[src/rtl/wb_arb_pkg.sv]
// Shared types and bus widths for the two-master round-robin
// Wishbone arbiter.
package wb_arb_pkg;

    localparam int WB_ADR_W  = 32;
    localparam int WB_DAT_W  = 32;
    localparam int WB_SEL_W  = 4;
    localparam int TMO_CNT_W = 16;

    typedef enum logic [1:0] {
        ST_IDLE,
        ST_OWN0,
        ST_OWN1
    } state_e;

    typedef struct packed {
        logic                cyc;
        logic                stb;
        logic                we;
        logic [WB_ADR_W-1:0] adr;
        logic [WB_DAT_W-1:0] dat;
        logic [WB_SEL_W-1:0] sel;
    } wb_req_t;

    // A master's request only counts while its cycle is open.
    function automatic wb_req_t gate_req(wb_req_t r);
        gate_req = r.cyc ? r : '0;
    endfunction

endpackage

[src/rtl/wb_arb_timeout.sv]
// Watchdog for a granted strobe: flags the cycle in which
// the wait has reached the limit without any response.
module wb_arb_timeout
    import wb_arb_pkg::*;
#(
    parameter int unsigned TIMEOUT_CYCLES = 255
) (
    input  logic clk,
    input  logic rst_n,
    input  logic active,
    input  logic resp,
    input  logic clear,
    output logic timeout
);

    localparam logic [TMO_CNT_W-1:0] LIMIT =
        TMO_CNT_W'(TIMEOUT_CYCLES);

    logic [TMO_CNT_W-1:0] cnt_q;
    logic [TMO_CNT_W-1:0] cnt_d;

    assign timeout = active && (cnt_q == LIMIT);

    always_comb begin
        cnt_d = cnt_q + 16'd1;
        if (!active || resp || clear || timeout) begin
            cnt_d = '0;
        end
    end

    always_ff @(posedge clk or negedge rst_n) begin
        if (!rst_n) begin
            cnt_q <= '0;
        end else begin
            cnt_q <= cnt_d;
        end
    end

endmodule

[src/rtl/wb_arbiter_rr.sv]
// Two-master round-robin Wishbone arbiter with a registered
// grant and a stuck-strobe timeout.
module wb_arbiter_rr
    import wb_arb_pkg::*;
#(
    parameter int unsigned TIMEOUT_CYCLES = 255
) (
    input  logic                i_clk,
    input  logic                i_resetn,
    input  logic                s0_wb_cyc_i,
    input  logic                s0_wb_stb_i,
    input  logic                s0_wb_we_i,
    input  logic [WB_ADR_W-1:0] s0_wb_adr_i,
    input  logic [WB_DAT_W-1:0] s0_wb_dat_i,
    input  logic [WB_SEL_W-1:0] s0_wb_sel_i,
    output logic [WB_DAT_W-1:0] s0_wb_dat_o,
    output logic                s0_wb_ack_o,
    output logic                s0_wb_err_o,
    input  logic                s1_wb_cyc_i,
    input  logic                s1_wb_stb_i,
    input  logic                s1_wb_we_i,
    input  logic [WB_ADR_W-1:0] s1_wb_adr_i,
    input  logic [WB_DAT_W-1:0] s1_wb_dat_i,
    input  logic [WB_SEL_W-1:0] s1_wb_sel_i,
    output logic [WB_DAT_W-1:0] s1_wb_dat_o,
    output logic                s1_wb_ack_o,
    output logic                s1_wb_err_o,
    output logic                m_wb_cyc_o,
    output logic                m_wb_stb_o,
    output logic                m_wb_we_o,
    output logic [WB_ADR_W-1:0] m_wb_adr_o,
    output logic [WB_DAT_W-1:0] m_wb_dat_o,
    output logic [WB_SEL_W-1:0] m_wb_sel_o,
    input  logic [WB_DAT_W-1:0] m_wb_dat_i,
    input  logic                m_wb_ack_i,
    input  logic                m_wb_err_i,
    output logic [1:0]          o_grant,
    output logic                o_timeout
);

    state_e  state_q, state_d;
    logic    last_served_q, last_served_d;
    wb_req_t req0, req1, own;
    logic    tmo, rsp_ack, rsp_err;

    always_comb begin
        req0 = '{cyc: s0_wb_cyc_i, stb: s0_wb_stb_i,
                 we: s0_wb_we_i, adr: s0_wb_adr_i,
                 dat: s0_wb_dat_i, sel: s0_wb_sel_i};
        req1 = '{cyc: s1_wb_cyc_i, stb: s1_wb_stb_i,
                 we: s1_wb_we_i, adr: s1_wb_adr_i,
                 dat: s1_wb_dat_i, sel: s1_wb_sel_i};
    end

    // On a tie the master that was not served last wins.
    always_comb begin
        state_d       = state_q;
        last_served_d = last_served_q;
        unique case (state_q)
            ST_IDLE: begin
                if (req0.cyc && req1.cyc) begin
                    state_d = last_served_q ? ST_OWN0 : ST_OWN1;
                end else if (req0.cyc) begin
                    state_d = ST_OWN0;
                end else if (req1.cyc) begin
                    state_d = ST_OWN1;
                end
            end
            ST_OWN0: begin
                if (!req0.cyc) begin
                    state_d       = ST_IDLE;
                    last_served_d = 1'b0;
                end
            end
            ST_OWN1: begin
                if (!req1.cyc) begin
                    state_d       = ST_IDLE;
                    last_served_d = 1'b1;
                end
            end
            default: state_d = ST_IDLE;
        endcase
    end

    always_ff @(posedge i_clk or negedge i_resetn) begin
        if (!i_resetn) begin
            state_q       <= ST_IDLE;
            last_served_q <= 1'b1;
        end else begin
            state_q       <= state_d;
            last_served_q <= last_served_d;
        end
    end

    always_comb begin
        own = '0;
        if (state_q == ST_OWN0) begin
            own = gate_req(req0);
        end else if (state_q == ST_OWN1) begin
            own = gate_req(req1);
        end
    end

    wb_arb_timeout #(
        .TIMEOUT_CYCLES (TIMEOUT_CYCLES)
    ) u_timeout (
        .clk     (i_clk),
        .rst_n   (i_resetn),
        .active  (own.stb),
        .resp    (own.stb & (m_wb_ack_i | m_wb_err_i)),
        .clear   (state_d != state_q),
        .timeout (tmo)
    );

    // Error wins over a simultaneous ack.
    assign rsp_err = own.stb & m_wb_err_i;
    assign rsp_ack = own.stb & m_wb_ack_i & ~m_wb_err_i & ~tmo;

    always_comb begin
        m_wb_cyc_o  = own.cyc;
        m_wb_stb_o  = own.stb & ~tmo;
        m_wb_we_o   = own.we;
        m_wb_adr_o  = own.adr;
        m_wb_dat_o  = own.dat;
        m_wb_sel_o  = own.sel;
        s0_wb_dat_o = '0;
        s0_wb_ack_o = 1'b0;
        s0_wb_err_o = 1'b0;
        s1_wb_dat_o = '0;
        s1_wb_ack_o = 1'b0;
        s1_wb_err_o = 1'b0;
        if (state_q == ST_OWN0) begin
            s0_wb_dat_o = own.cyc ? m_wb_dat_i : '0;
            s0_wb_ack_o = rsp_ack;
            s0_wb_err_o = rsp_err | tmo;
        end else if (state_q == ST_OWN1) begin
            s1_wb_dat_o = own.cyc ? m_wb_dat_i : '0;
            s1_wb_ack_o = rsp_ack;
            s1_wb_err_o = rsp_err | tmo;
        end
    end

    assign o_grant   = {state_q == ST_OWN1, state_q == ST_OWN0};
    assign o_timeout = tmo;

endmodule

[config.mk]
export PLATFORM = sky130hd
export DESIGN_NAME = wb_arbiter_rr
export DESIGN_NICKNAME = d
export VERILOG_FILES = /design/src/rtl/wb_arb_pkg.sv /design/src/rtl/wb_arb_timeout.sv /design/src/rtl/wb_arbiter_rr.sv
export SDC_FILE = /design/constraint.sdc
export NUM_CORES = 1
export LEC_CHECK = 0
export ABC_CLOCK_PERIOD_IN_PS = 2000
export BUFFER_PORTS_ARGS = -buffer_cell sky130_fd_sc_hd__buf_2
export CORE_AREA = 2 2 123 125
export DETAILED_ROUTE_END_ITERATION = 7
export DIE_AREA = 0 0 125 127
export PLACE_DENSITY = 0.5
export SYNTH_ARGS = -nofsm -noshare
export SYNTH_HDL_FRONTEND = slang
export SYNTH_SLANG_ARGS = --single-unit
[constraint.sdc]
create_clock -name i_clk -period 2 [get_ports i_clk]
set_input_delay 0.1 -clock i_clk [delete_from_list [all_inputs] [get_ports i_clk]]
set_output_delay 0.1 -clock i_clk [all_outputs]
set_load 0.05 [all_outputs]
After elaboration in Yosys (flattened, before gate mapping)
Cells that the tools add are included.
{"block": "word_totals", "reg_bits": 19, "input_bits": 178, "out_inout_bits": 142}
{"block": "classes", "n_addsub": 1, "n_eq_ne": 6, "muxes": 25, "bitwise": 10, "reduce_logical": 9}
{"cell": "$mux W71", "n": 4}
{"cell": "$mux W32", "n": 4}
{"cell": "$add A16 B1 Y16 const B", "n": 1}
{"cell": "$eq A16 B8 Y1 const B", "n": 1}
{"cell": "$mux W16", "n": 1}
{"cell": "$mux W2", "n": 6}
{"cell": "$mux W1", "n": 8}
{"cell": "$and A1 B1 Y1", "n": 6}
{"cell": "$pmux W2 S3", "n": 1}
{"cell": "$ne A2 B2 Y1 const B", "n": 2}
{"cell": "$logic_or A1 B1 Y1", "n": 3}
{"cell": "$reduce_and A3 Y1", "n": 1}
{"cell": "$eq A2 B1 Y1 const B", "n": 1}
{"cell": "$eq A2 B2 Y1 const B", "n": 1}
{"cell": "$logic_and A1 B1 Y1", "n": 2}
{"cell": "$logic_not A2 Y1", "n": 1}
{"cell": "$ne A2 B2 Y1", "n": 1}
{"cell": "$not A1 Y1", "n": 2}
{"cell": "$or A1 B1 Y1", "n": 2}
{"cell": "$pmux W1 S2", "n": 1}
{"cell": "$reduce_bool A2 Y1", "n": 1}
{"cell": "$logic_not A1 Y1", "n": 1}

Depth between registers and ports, before layout
{"block": "depth", "depth_word": 8, "mapped_depth": 6, "depth_no_buf": 5}

By module
A second synthesis with hierarchy kept.
{"block": "unflattened", "cells_unflattened": 341, "hier_area_um2": 2736.4}
{"module": "wb_arbiter_rr", "instances": 1, "cells_each": 258, "area_each_um2": 1909.3, "seq_area_each_um2": 76.3}
{"module": "wb_arb_timeout", "instances": 1, "cells_each": 83, "area_each_um2": 827.0, "seq_area_each_um2": 400.4}

Worst setup path after synthesis
No wires, ideal clock.
{"block": "synth_path", "path_kind": "flip-flop to output port", "from": "register u_timeout.cnt_q[12]", "to": "output port s0_wb_err_o", "t_arrival_ns": 2.225, "required_time_ns": 1.900, "path_slack_ns": -0.325, "stages_incl_launch_ff": 5, "path_cell_list": "dfrtp_1 -> or4_1 -> or4_4 -> nor2b_1 -> nor2_1"}
{"block": "synth_via", "elab_chain_cells": 4}
{"item": "from (decl)", "line_no": "wb_arb_timeout.sv:19", "text": "logic [TMO_CNT_W-1:0] cnt_q;"}
{"item": "from (signal assigned)", "line_no": "wb_arb_timeout.sv:35", "text": "cnt_q <= cnt_d;"}
{"item": "$eq A16 B8 Y1", "line_no": "wb_arb_timeout.sv:22", "text": "assign timeout = active && (cnt_q == LIMIT);"}
{"item": "$logic_and A1 B1 Y1", "line_no": "wb_arb_timeout.sv:22"}
{"item": "$or A1 B1 Y1", "line_no": "wb_arbiter_rr.sv:135", "text": "s0_wb_err_o = rsp_err | tmo;"}
{"item": "$mux W1", "line_no": "wb_arbiter_rr.sv:132", "text": "if (state_q == ST_OWN0) begin"}
{"item": "to (decl)", "line_no": "wb_arbiter_rr.sv:18", "text": "output logic s0_wb_err_o,"}
Every way passes these cells.

Worst setup path in the final report
{"block": "layout_path", "from": "register u_timeout.cnt_q[13]", "to": "output port s0_wb_err_o"}
Same word-level chain as after synthesis.

==> results.cfg <==
[worst_setup_path]
worstPathCellList = or4_1 -> or4_4 -> nor2b_4 -> nor2_2 -> buf_6
r2r_start = u_timeout.cnt_q[13]
startpoint = u_timeout.cnt_q[13]
critPathMaxStageDelay_ns = 0.54
crit_fanout = 4
cp.required_ns = 1.90
critical-path-top-delay-family = simple AND/OR/NAND/NOR gates
crit_path_end_kind = output port
r2r_cells = 5
path_buf_inv = 1
crit_end = s0_wb_err_o
critPathLaunchType = register
worstSetupPathType = reg2out
rr_endpoint = u_timeout.cnt_q[15]
reg2reg_slack_ns = 0.10
worst-path-stages = 5
arrival_ns = 2.10
worst_path_max_delay_cell = or4_4

[timing]
fmax_ghz = 0.4549
fin_skew_ns = 0.002634
hold_violations = 0
tightest_slew_ns = 0.4363
final_max_slew_viol_count = 0
fin_crit_sh = 1.099
setup_tns_ns = -0.8563
setup_viol = 6
postLayoutSetupSlackWorst_ns = -0.1984
max-slew-margin-rel = 0.7091
period_needed_ns = 2.198
rsz0062_at_grt = yes
hold_slack_ns = 0.1354

[cts]
clock_latency_ns = 0.25
cts.sinks = 19
cts_made_buffers = 3
path_clk_slew_ns = 0.06
root_buffer = clkbuf_16
cts_tree = built
h-tree-depth = 1
cts.path.max_buffers = 2

[synth]
syn-instance-count = 267
ys.flop_type = dfrtp_1
synth-edff-count = 0
yosys.area.top_type_share = 0.2905
syn_area_per_cell_sq_um = 7.906
yosysMostFrequentCell = a22o_1
synth_cell_types = 28
synth.cell_area_sq_um = 2111
synth_area_leader_cell = a22o_1
ys_warn_count = 0
synth-seq-cells = 19
synthTopCellsByCount = a22o_1 (70), and2_1 (64), nor2_1 (24), clkbuf_1 (22), dfrtp_1 (18)
synth_fp_nets = 446
ys_async_sr_fraction = 1.000
ys_top_cells_by_area = a22o_1 (29%), dfrtp_1 (21%), and2_1 (19%), xnor2_1 (5.4%), nor2_1 (4.3%)
synth_seq_area_share = 0.2258

[route]
vias_per_cell = 4.142
vias = 3181
avgRoutedWirePerCell_microns = 15.66
ant_nets = 0
drt_iter0_drc = 89
drt-pass1-iter-count = 4
wirelength_microns = 12020
drc = 0

[floorplanning]
die_x_microns = 125
io_pins = 320
core_area_sq_um = 14420
rows = 44
die_area_sq_um = 15880
dieHeight_microns = 127
initial_core_util = 0.1463

[status]
status = complete, but fails checks
violations = negative setup slack

[pwr]
ir_drop_uv = 229.9
p_per_area_nw_per_um2 = 539.3
p_leak_nw = 2.420

[placed_design]
hpwl_microns = 10150
portBuffers = 319
gp_routability_congestion = 0.8036
dp_cells = 760
place_area_sq_um = 4010

[grt]
track_usage = 0.1340
grt_first_pass_wirelength_microns = 17030
grt_pass1_vias = 2950
grt_overflow = 0
grt_max_degree = 56
antenna_found_initial = 1

[cells_and_area]
instances_no_fill = 768
fin_nets = 763
area_growth_pct = 97.33
drive_gt1_frac = 0.6038
finish.instance_area_sq_um = 4165

[hold_path]
hold_class = in2reg

[run]
max_cap_viol_count = 0
-- report_power, final --
part | internal [mW] | total (mW) | switching [mW] | leakage (nW)
logic | 0.420 | 1.42 | 1.00 | 2.12
registers | 0.401 | 0.415 | 0.0140 | 0.259
clock network | 0.268 | 0.409 | 0.141 | 0.0409
-- stage by stage --
step | setup slack, ns | power (mW) | utilization
floorplan | -0.1214 | 1.391 | -
global placement | -0.08783 | 1.842 | 0.2780
detailed placement | -0.08890 | 1.835 | 0.2780
CTS | -0.1991 | 2.260 | 0.2866
global route | -0.2362 | 2.343 | 0.2888
finish | -0.1984 | 2.246 | 0.2888
-- metal layers --
layer,GRT usage,share of wire,vias up
met5,0,0,-
met4,0.02353,0.016,0
met3,0.03183,0.070,10
met2,0.2196,0.49,134
met1,0.1821,0.42,1444
li1,-,-,1593
-- placed cells by master (no fill, tap or decap), types with 2 or more instances in the layout --
cell / Yosys / final
a22o_1: 70 / 70
nand2_1: 8 / 7
buf_4: 1 / 13
dfrtp_1: 18 / 18
nor2_1: 24 / 22
nor2_2: 0 / 2
a21oi_1: 3 / 2
and2_1: 64 / 64
buf_12: 0 / 4
nand4_1: 4 / 4
or4_1: 2 / 2
o21ai_0: 2 / 2
clkbuf_16: 0 / 3
xnor2_1: 13 / 13
nand3_4: 1 / 2
and3b_4: 0 / 2
buf_6: 0 / 4
nor3_1: 3 / 3
buf_2: 0 / 314
nor4_1: 5 / 5
inv_1: 6 / 6
nand3_1: 5 / 5
nor2b_1: 5 / 3
-- registers in the layout, summed over array words and instances (netlist names) --
signal,count
u_timeout.cnt_q,16
state_q,2
last_served_q,1
-- worst register-to-register path, stage by stage, from the launching register on --
cell,delay [ns]
dfrtp_1,0.37
or4_1,0.51
or4_4,0.54
buf_4,0.18
nand3_4,0.11
nor2_1,0.07
-- how the worst min path moves through the flow --
stage / to / from / slack (ns) / cells past startpoint
2_1_floorplan: state_q[0] / i_resetn / -0.20 / 0
3_3_place_gp: state_q[0] / i_resetn / 0.06 / 1
3_5_place_dp: state_q[0] / i_resetn / 0.07 / 1
4_1_cts: last_served_q / s0_wb_cyc_i / 0.13 / 3
5_1_grt: state_q[1] / s1_wb_cyc_i / 0.16 / 3
6_report: last_served_q / s0_wb_cyc_i / 0.14 / 3
-- cells by family after synthesis --
kind of cell | Yosys count | synth area share
flops | 19 | 0.2258
buf+inv | 31 | 0.06224
fa+ha+maj | 1 | 0.005927
compound gates | 76 | 0.3059
xor+xnor | 14 | 0.05809
simple gates | 126 | 0.3420
-- cell type report --
class                           instances  area [sq um]
Fill cell                            1659         10260
Timing Repair Buffer                  336          1804
Multi-Input combinational cell        218          1549
Sequential cell                        19         476.7
Tap cell                              184         230.2
Clock buffer                            3         75.07
Inverter                                6         22.52
Clock inverter                          1         5.005
Antenna cell                            1         2.502
-- timing repair --
action,4_1_cts,5_1_grt
resized for setup,8,7
cloned,0,1
hold buffers,1,0
hold endpoints to repair,18,0
pin swaps,1,0
setup buffers,1,0
endpoints found under the setup margin,6,13
No activity file was read; power rests on OpenSTA's default activity.
